### config.mk
export PLATFORM = sky130hd
export DESIGN_NAME = mips_boot_loader
export DESIGN_NICKNAME = d
export VERILOG_FILES = /design/src/rtl/mips_boot_loader.sv
export SDC_FILE = /design/constraint.sdc
export NUM_CORES = 1
export LEC_CHECK = 0
export ABC_AREA = 1
export CAP_MARGIN = 25
export CORE_ASPECT_RATIO = 0.5
export CORE_MARGIN = 3
export CORE_UTILIZATION = 47
export CTS_CLUSTER_DIAMETER = 100
export DETAILED_ROUTE_END_ITERATION = 8
export PLACE_DENSITY = 0.77
export REMOVE_ABC_BUFFERS = 1
export SYNTH_ARGS = -nofsm -noshare
export SYNTH_HDL_FRONTEND = slang
export SYNTH_SLANG_ARGS = --single-unit
### constraint.sdc
create_clock -name clk -period 2 [get_ports clk]
set_clock_uncertainty 0.05 [all_clocks]
set_input_delay 0.3 -clock clk [delete_from_list [all_inputs] [get_ports clk]]
set_output_delay 0.3 -clock clk [all_outputs]
set_load 0.02 [all_outputs]
### src/rtl/mips_boot_loader.sv
// Boot loader: holds the CPU in reset, streams instruction and data words
// into the exported memories, then runs the CPU for a bounded cycle count.
// Ports:
//   clk, rst (async, active-low)
//   start, abort: control
//   inst_count, data_count, run_cycles: job size
//   src_valid/src_ready/src_data: word stream in
//   cpu_rst, enPC: CPU control
//   instmem_export_*, datamem_export_*: memory write/read ports
//   busy, done: status
module mips_boot_loader #(
  parameter int IADDR_W     = 7,
  parameter int DADDR_W     = 11,
  parameter int HOLD_CYCLES = 4
) (
  input  logic               clk,
  input  logic               rst,
  input  logic               start,
  input  logic               abort,
  input  logic [IADDR_W:0]   inst_count,
  input  logic [DADDR_W:0]   data_count,
  input  logic [15:0]        run_cycles,
  input  logic               src_valid,
  output logic               src_ready,
  input  logic [31:0]        src_data,
  output logic               cpu_rst,
  output logic               enPC,
  output logic [IADDR_W-1:0] instmem_export_address,
  output logic [31:0]        instmem_export_data,
  output logic               instmem_export_MW,
  output logic               instmem_export_MR,
  output logic [DADDR_W-1:0] datamem_export_address,
  output logic [15:0]        datamem_export_data,
  output logic               datamem_export_MW,
  output logic               datamem_export_MR,
  output logic               busy,
  output logic               done
);

  typedef enum logic [2:0] {
    IDLE,
    HOLD,
    LOAD_I,
    LOAD_D,
    RUN,
    DONE
  } state_t;

  localparam int HW = (HOLD_CYCLES > 1) ? $clog2(HOLD_CYCLES) : 1;
  localparam logic [HW-1:0] HOLD_LAST = HW'(HOLD_CYCLES - 1);

  state_t             state;
  logic [HW-1:0]      hold_cnt;
  logic [IADDR_W:0]   inst_n;
  logic [DADDR_W:0]   data_n;
  logic [15:0]        run_n;
  logic [IADDR_W:0]   inst_ptr;
  logic [DADDR_W:0]   data_ptr;
  logic [15:0]        run_cnt;

  logic [IADDR_W:0]   inst_nxt;
  logic [DADDR_W:0]   data_nxt;
  logic [15:0]        run_nxt;

  // Pointers are one bit wider than the address so a full
  // 2^W load terminates without wrapping.
  assign inst_nxt = inst_ptr + 1'b1;
  assign data_nxt = data_ptr + 1'b1;
  assign run_nxt  = run_cnt + 16'd1;

  assign src_ready = (state == LOAD_I) || (state == LOAD_D);
  assign busy      = !((state == IDLE) || (state == DONE));
  assign done      = (state == DONE);
  assign instmem_export_MR = !busy;
  assign datamem_export_MR = !busy;

  always_ff @(posedge clk or negedge rst) begin
    if (!rst) begin
      state                  <= IDLE;
      hold_cnt               <= '0;
      inst_n                 <= '0;
      data_n                 <= '0;
      run_n                  <= '0;
      inst_ptr               <= '0;
      data_ptr               <= '0;
      run_cnt                <= '0;
      cpu_rst                <= 1'b1;
      enPC                   <= 1'b0;
      instmem_export_address <= '0;
      instmem_export_data    <= '0;
      instmem_export_MW      <= 1'b0;
      datamem_export_address <= '0;
      datamem_export_data    <= '0;
      datamem_export_MW      <= 1'b0;
    end else begin
      instmem_export_MW <= 1'b0;
      datamem_export_MW <= 1'b0;
      if (abort) begin
        state   <= IDLE;
        cpu_rst <= 1'b1;
        enPC    <= 1'b0;
      end else begin
        unique case (state)
          IDLE, DONE: begin
            if (start) begin
              inst_n                 <= inst_count;
              data_n                 <= data_count;
              run_n                  <= run_cycles;
              inst_ptr               <= '0;
              data_ptr               <= '0;
              run_cnt                <= '0;
              hold_cnt               <= '0;
              instmem_export_address <= '0;
              datamem_export_address <= '0;
              cpu_rst                <= 1'b1;
              enPC                   <= 1'b0;
              state                  <= HOLD;
            end
          end
          HOLD: begin
            if (hold_cnt == HOLD_LAST) begin
              if (inst_n != '0) begin
                state <= LOAD_I;
              end else if (data_n != '0) begin
                state <= LOAD_D;
              end else begin
                state   <= RUN;
                cpu_rst <= 1'b0;
                enPC    <= 1'b1;
              end
            end else begin
              hold_cnt <= hold_cnt + 1'b1;
            end
          end
          LOAD_I: begin
            if (src_valid) begin
              instmem_export_address <= inst_ptr[IADDR_W-1:0];
              instmem_export_data    <= src_data;
              instmem_export_MW      <= 1'b1;
              inst_ptr               <= inst_nxt;
              if (inst_nxt == inst_n) begin
                if (data_n != '0) begin
                  state <= LOAD_D;
                end else begin
                  state   <= RUN;
                  cpu_rst <= 1'b0;
                  enPC    <= 1'b1;
                end
              end
            end
          end
          LOAD_D: begin
            if (src_valid) begin
              datamem_export_address <= data_ptr[DADDR_W-1:0];
              datamem_export_data    <= src_data[15:0];
              datamem_export_MW      <= 1'b1;
              data_ptr               <= data_nxt;
              if (data_nxt == data_n) begin
                state   <= RUN;
                cpu_rst <= 1'b0;
                enPC    <= 1'b1;
              end
            end
          end
          RUN: begin
            // run_n == 0 means run until abort; the guard keeps a
            // wrapped counter from matching it.
            if ((run_n != 16'd0) && (run_nxt == run_n)) begin
              state <= DONE;
              enPC  <= 1'b0;
            end else begin
              run_cnt <= run_nxt;
            end
          end
          default: begin
            state <= IDLE;
          end
        endcase
      end
    end
  end

endmodule

==> reports/qor.tcl, run 1 <==
set qor(run_status) {complete, but fails checks}
set qor(violated_checks) {negative setup slack}
set qor(yosysSeqAreaShare) 0.504
set qor(die_width_um) 182
set qor(num_antenna_cells) 0
set qor(drc) 0
set qor(setup_ws_ps) -326
set qor(cts.path.max_buffers) 2
set qor(drive_above_1_share) 0.190
set qor(worstPathBufferInverterCount) 2
set qor(multi_input_comb_area_sq_mm) 0.00333
set qor(die_height_um) 94.1
set qor(slowest_delay_ps) 400
set qor(end_kind) {flop}
set qor(grt_util_met2) 0.420
set qor(worstSetupEndpoint) {run_cnt[7]$_DFFE_PN0P_}
set qor(tightest_slew_ps) 460
set qor(core_area_sq_mm) 0.0148
set qor(grt_most_used_layer) {met2}
set qor(grt_use_total) 0.239
set qor(critical-path-slowest-cell) {dfrtp_2}
set qor(setup.worst_path.start_class) {flop}
set qor(synthesis.area_sq_mm) 0.00730
set qor(most_common_cell_after_layout_fill_and_taps_aside) {nand2_1}
set qor(critical_path.cell_chain) {ha_4, nand2_4, nor2_4, buf_6, nand3_1, nand2_1, nand2_2, nand2_2, nand2_1, nor2_2, nand2_2, nor2_4, nand3_4, buf_12, nand3_2, nand2_1}
set qor(number_of_top_level_pins) 148
set qor(synthesis.area_per_instance_sq_um) 7.89
set qor(row_count) 31
set qor(slew_headroom) 0.694
set qor(drt.antenna.violating_nets) 0
set qor(yosys_warnings) 0
set qor(post_drt_wl_per_cell_um) 14.9
set qor(period_share) 1.16
set qor(irDropWorstVdd_mv) 0.805
set qor(finalWeightedCongestion) 0.905
set qor(slew_violations) 0
set qor(die_area_sq_mm) 0.0172
set qor(detailedPlacementHpwl_um) 14400
set qor(initial_antenna_violation_count) 0
set qor(numCtsBuffers) 17
set qor(starting_density_of_the_core) 0.493
set qor(cp.required_ps) 2260
set qor(final-hold-violation-count) 0
set qor(synth_cell_type_count) 40
set qor(ys_async_sr_fraction) 1.00
set qor(critPathArrivalTime_ps) 2580
set qor(area_delta_synth_final_pct) 46.5
set qor(power.density_cell_area_mw_per_mm2) 1170
set qor(grt_first_pass_wirelength_um) 33100
set qor(worst-path-max-fanout) 6
set qor(r2r_setup_slack_ps) -330
set qor(setup_viol) 21
set qor(grt_util_met1) 0.291
set qor(layout.area.seq_sq_mm) 0.00368
set qor(layout_common_cells) {nand2_1, dfrtp_1, clkdlybuf4s50_1, inv_1, buf_4}
set qor(tritoncts_num_sinks) 147
set qor(num-nets-final) 1252
set qor(grt_pass1_vias) 7055
set qor(drv.max_cap_violation_count) 0
set qor(worst_reg2reg_startpoint) {run_cnt[0]$_DFFE_PN0P_}
set qor(detailroute.via_count) 7156
set qor(fin_worst_hold_slack_ps) 345
set qor(final.fill_count) 1124
set qor(clock_period_minus_final_worst_setup_slack_ps) 2330
set qor(worst_r2r_path_depth) 16
set qor(detail_route.wirelength_um) 20600
set qor(static-leakage-power_nw) 5.15
set qor(crit-reg2reg-capture) {run_cnt[7]$_DFFE_PN0P_}
set qor(timing.hold.worst.class) {in -> async}
set qor(synth_edf_count) 0
set qor(critical_path_class) {reg -> reg}
set qor(grt_start_max_net_pins) 48
set qor(clock_tree.htree_level_count) 4
set qor(fin_total_pwr_mw) 12.5
set qor(port-buffer-count) 147
set qor(peak_clock_frequency_supported_by_timing_mhz) 430
set qor(grt-ovfl-total) 0
set qor(netlist_instances) 925
set qor(most_frequently_used_flop_master_after_synthesis) {dfrtp_1}
set qor(clock_root_buffer) {clkbuf_16}
set qor(unrepaired_setup_endpoints_after_global_routing) {true}
set qor(timing.critical_path.from) {run_cnt[0]$_DFFE_PN0P_}
set qor(cp_top_family) {simple AND/OR/NAND/NOR gates}
set qor(post_drt_via_cell_ratio) 5.17
set qor(tritoncts_clock_tree) {done}
set qor(synthesis_stage_register_bit_count) 147
set qor(drt-initial-drc-count) 482
set qor(path_clk_slew_ps) 60
set qor(drtPass1Iterations) 5
set qor(clock_insertion_delay_worst_skew_ps) 430
set qor(cell_count_along_the_critical_path) 16
set qor(grtUsageMet3) 0.0580
power by group:
| group | internal [mW] | leakage, nW | switching (mW) | total [mW] |
|---|---|---|---|---|
| Combinational | 2.05 | 2.95 | 2.56 | 4.61 |
| Clock | 2.23 | 0.318 | 1.34 | 3.57 |
| Sequential | 3.80 | 1.88 | 0.541 | 4.34 |
state kept, by name, indices dropped and copies added, names as in the netlist, 2 cells and up:
name and cells:
data_n 12, inst_ptr 8, data_ptr 12, run_n 16, inst_n 8, datamem_export_data 16
datamem_export_address 11, instmem_export_data 32, instmem_export_address 7, hold_cnt 2, state 3, run_cnt 16
worst min-delay path by stage:
stage                             from                             endpoint  slack (ps)
after global placement             rst                 run_n[6]$_DFFE_PN0P_         220
final                              rst                 run_n[8]$_DFFE_PN0P_         350
after detailed placement           rst                 run_n[6]$_DFFE_PN0P_         220
after global routing      src_data[19]  instmem_export_data[19]$_DFFE_PN0P_         370
after CTS                          rst             data_ptr[10]$_DFFE_PN0P_         340
after floorplan                    rst                data_n[0]$_DFFE_PN0P_         -50
kinds of logic after synthesis:
| logic type | share of synthesized area |
|---|---|
| simple gates | 0.293 |
| flops | 0.504 |
| buf+inv | 0.0684 |
| compound gates | 0.0840 |
| xor+xnor | 0.0286 |
| mux | 0.0154 |
| fa+ha+maj | 0.00686 |
final cells by class:
class / count / area share
repair buffers: 257 / 0.225
flip-flops and latches: 147 / 0.344
clock buffers: 17 / 0.0398
inverters: 101 / 0.0354
clock inverters: 14 / 0.0211
multi-input cells: 651 / 0.311
well taps: 198 / 0.0232
stage by stage:
| step | utilization | std cells | setup slack, ps | area [sq um] | setup TNS (ps) |
|---|---|---|---|---|---|
| detailed placement | 0.657 | 1340 | -346 | 9740 | -5620 |
| global route | 0.722 | 1385 | -449 | 10700 | -8580 |
| floorplan | - | 899 | -1080 | 7180 | -90830 |
| global placement | 0.657 | 1340 | -222 | 9740 | -2820 |
| CTS | 0.711 | 1377 | -268 | 10500 | -5020 |
| finish | 0.722 | 1385 | -326 | 10700 | -5710 |
routing by layer:
metal,up-vias,routed length [um]
li1,3456,-
met1,3405,8770
met2,255,10300
met3,40,1240
met4,0,358
met5,-,0
timing repair:
action,4_1_cts,5_1_grt
endpoints found under the hold margin,40,0
hold buffers,1,0
endpoints found under the setup margin,26,72
gates cloned,0,0
buffers inserted,5,8
pin swaps,3,29
resized for setup,32,50
synthesized netlist by cell type, drive strengths merged, types with 6 or more instances:
cell type,instances,share of area
nand2,297,0.16
dfrtp,146,0.50
inv,101,0.052
nor2,98,0.057
nand3,76,0.055
o21ai,70,0.048
a21oi,31,0.021
nand4,19,0.016
clkbuf,17,0.0087
mux2,10,0.015
xor2,10,0.012
buf,9,0.0077
o22ai,9,0.0077
nor3,6,0.0048
xnor2,6,0.0072
No activity file was read; power rests on OpenSTA's default activity.
==> run 2: changes to the inputs <==
- SKIP_CTS_REPAIR_TIMING: unset -> 1
==> reports/qor.tcl, run 2 (same netlist as run 1, synthesis figures left out) <==
set qor(drc) 0 ;# unchanged
set qor(clock_tree.htree_level_count) 4 ;# unchanged
set qor(drive_above_1_share) 0.178 ;# -0.0127
set qor(die_width_um) 182 ;# unchanged
set qor(critical_path_class) {reg -> reg}
set qor(multi_input_comb_area_sq_mm) 0.00329 ;# -1.1%
set qor(port-buffer-count) 147 ;# unchanged
set qor(tightest_slew_ps) 459 ;# -0.474 ps
set qor(die_height_um) 94.1 ;# unchanged
set qor(met3RoutedLength_um) 1040 ;# -16%
set qor(post_drt_via_cell_ratio) 5.15 ;# -0.27%
set qor(starting_density_of_the_core) 0.493 ;# unchanged
set qor(post_drt_wl_per_cell_um) 14.8 ;# -0.45%
set qor(slew_headroom) 0.694 ;# about the same
set qor(drtPass1Iterations) 6 ;# +1
set qor(grt_first_pass_wirelength_um) 32700 ;# -1.2%
set qor(cp.required_ps) 2250 ;# about the same
set qor(drv.max_cap_violation_count) 0 ;# unchanged
set qor(critPathArrivalTime_ps) 2600 ;# +20 ps
set qor(timing.critical_path.from) {run_cnt[1]$_DFFE_PN0P_}
set qor(dp_cells) 1340 ;# unchanged
set qor(period_share) 1.17 ;# +0.0100
set qor(tritoncts_clock_tree) {done}
set qor(clock_root_buffer) {clkbuf_16}
set qor(critical-path-slowest-cell) {dfrtp_1}
set qor(highest-signal-layer) {met4}
set qor(num_antenna_cells) 0 ;# unchanged
set qor(initial_antenna_violation_count) 0 ;# unchanged
set qor(most_common_cell_after_layout_fill_and_taps_aside) {nand2_1}
set qor(critical_path.cell_chain) {buf_4, nand3_2, nor2_2, nand2_2, or2_1, nand3_1, nand2_1, nor2_2, nand2_2, nor2_4, nand3_4, buf_12, nand3_2, nand2_1}
set qor(unrepaired_setup_endpoints_after_global_routing) {true}
set qor(row_count) 31 ;# unchanged
set qor(grt_pass1_vias) 6948 ;# -1.5%
set qor(numCtsBuffers) 17 ;# unchanged
set qor(power.density_cell_area_mw_per_mm2) 1180 ;# +0.39%
set qor(core_area_sq_mm) 0.0148 ;# unchanged
set qor(timing.hold.worst.class) {in -> async}
set qor(layout_common_cells) {nand2_1, dfrtp_1, clkdlybuf4s50_1, inv_1, buf_4}
set qor(tritoncts_num_sinks) 147 ;# unchanged
set qor(finalWeightedCongestion) 0.905 ;# unchanged
set qor(final.fill_count) 1113 ;# -0.98%
set qor(setup_viol) 21 ;# unchanged
set qor(static-leakage-power_nw) 5.16 ;# +0.18%
set qor(grt_use_total) 0.236 ;# -0.00281
set qor(end_kind) {flop}
set qor(worst_slack_at_placement_ps) -346 ;# unchanged
set qor(slew_violations) 0 ;# unchanged
set qor(drt.antenna.violating_nets) 0 ;# unchanged
set qor(grt_start_max_net_pins) 48 ;# unchanged
set qor(slowest_delay_ps) 390 ;# about the same
set qor(num-nets-final) 1247 ;# -0.40%
set qor(dr_wl_met2_um) 10200 ;# -0.64%
set qor(peak_clock_frequency_supported_by_timing_mhz) 426 ;# -0.86%
set qor(violated_checks) {negative setup slack}
set qor(area_delta_synth_final_pct) 45.6
set qor(clock_period_minus_final_worst_setup_slack_ps) 2350 ;# +20.1 ps
set qor(irDropWorstVdd_mv) 0.775 ;# -3.8%
set qor(path_clk_slew_ps) 60 ;# about the same
set qor(worst_reg2reg_startpoint) {run_cnt[1]$_DFFE_PN0P_}
set qor(wirelength_met1_um) 8860 ;# +1.0%
set qor(worst-path-max-fanout) 5 ;# -1
set qor(max_flop_register) {instmem_export_data}
set qor(layout.area.seq_sq_mm) 0.00368 ;# -0.14%
set qor(final-hold-violation-count) 0 ;# unchanged
set qor(r2r_setup_slack_ps) -350 ;# -20 ps
set qor(run_status) {complete, but fails checks}
set qor(number_of_top_level_pins) 148 ;# unchanged
set qor(largest_reg_flops) 32 ;# unchanged
set qor(cts.path.max_buffers) 2 ;# unchanged
set qor(setup_ws_ps) -347 ;# -20.1 ps
set qor(detailedPlacementHpwl_um) 14400 ;# unchanged
set qor(die_area_sq_mm) 0.0172 ;# unchanged
set qor(detail_route.wirelength_um) 20500 ;# -0.81%
set qor(grt-ovfl-total) 0 ;# unchanged
set qor(clock_insertion_delay_worst_skew_ps) 420 ;# about the same
set qor(setup_tns_ps) -6190 ;# -484 ps
set qor(instances_no_fill) 1380 ;# -0.36%
set qor(detailroute.via_count) 7111 ;# -0.63%
set qor(drt-initial-drc-count) 485 ;# +0.62%
set qor(setup.worst_path.start_class) {flop}
==> run 2: changes by cell type in the layout (fill, tap and decap cells not counted), moves of 2 or more <==
cell,previous run,this run
buf_4,96,90
nand2_1,272,274
dlymetal6s2s_1,0,2
dfrtp_2,4,0
dfrtp_1,142,146
nand2_2,19,17
buf_2,3,0
clkbuf_2,1,3
==> run 2: area by class of cell <==
cell class	count	area share
inverters	101	0.0357
clock inverters	14	0.0212
repair buffers	252	0.224
well taps	198	0.0233
multi-input cells	651	0.309
flip-flops and latches	147	0.346
clock buffers	17	0.0400
==> run 2: metal layers <==
layer,up-vias,GRT usage
li1,3457,-
met1,3399,0.291
met2,212,0.412
met3,43,0.0580
met4,0,0.0741
met5,-,0
==> run 2: power by group <==
group	total, mW	switching, mW	internal (mW)
Combinational	4.59	2.54	2.05
Sequential	4.34	0.542	3.80
Clock	3.57	1.34	2.23
==> run 2: worst paths after layout <==
check	cells after the start	to
max	14	run_cnt[7]$_DFFE_PN0P_
min	2	run_n[3]$_DFFE_PN0P_
max reg2reg	14	run_cnt[7]$_DFFE_PN0P_
min reg2reg	2	instmem_export_data[29]$_DFFE_PN0P_
max in group asynchronous	3	data_n[8]$_DFFE_PN0P_
min in group clk	3	instmem_export_data[24]$_DFFE_PN0P_
==> run 2: critical path: cells and delay by family (launching register included) <==
kind	cells	cell delay, ps
buf+inv	2	310
flops	1	390
simple gates	12	1490
==> run 2: per-stage QoR <==
stage	util	instance area [sq um]	hold slack (ps)	power, mW
3_3_place_gp	0.657	9740	217	8.66
6_report	0.718	10600	347	12.5
2_1_floorplan	-	7180	-45.6	6.67
3_5_place_dp	0.657	9740	220	8.79
4_1_cts	0.701	10400	-233	12.4
5_1_grt	0.718	10600	368	13.2
==> run 3: changes to the inputs <==
- SLEW_MARGIN: unset -> 0
==> results of run 3 <==
Same layout as run 2: the final DEF is identical, and so are final timing and power.
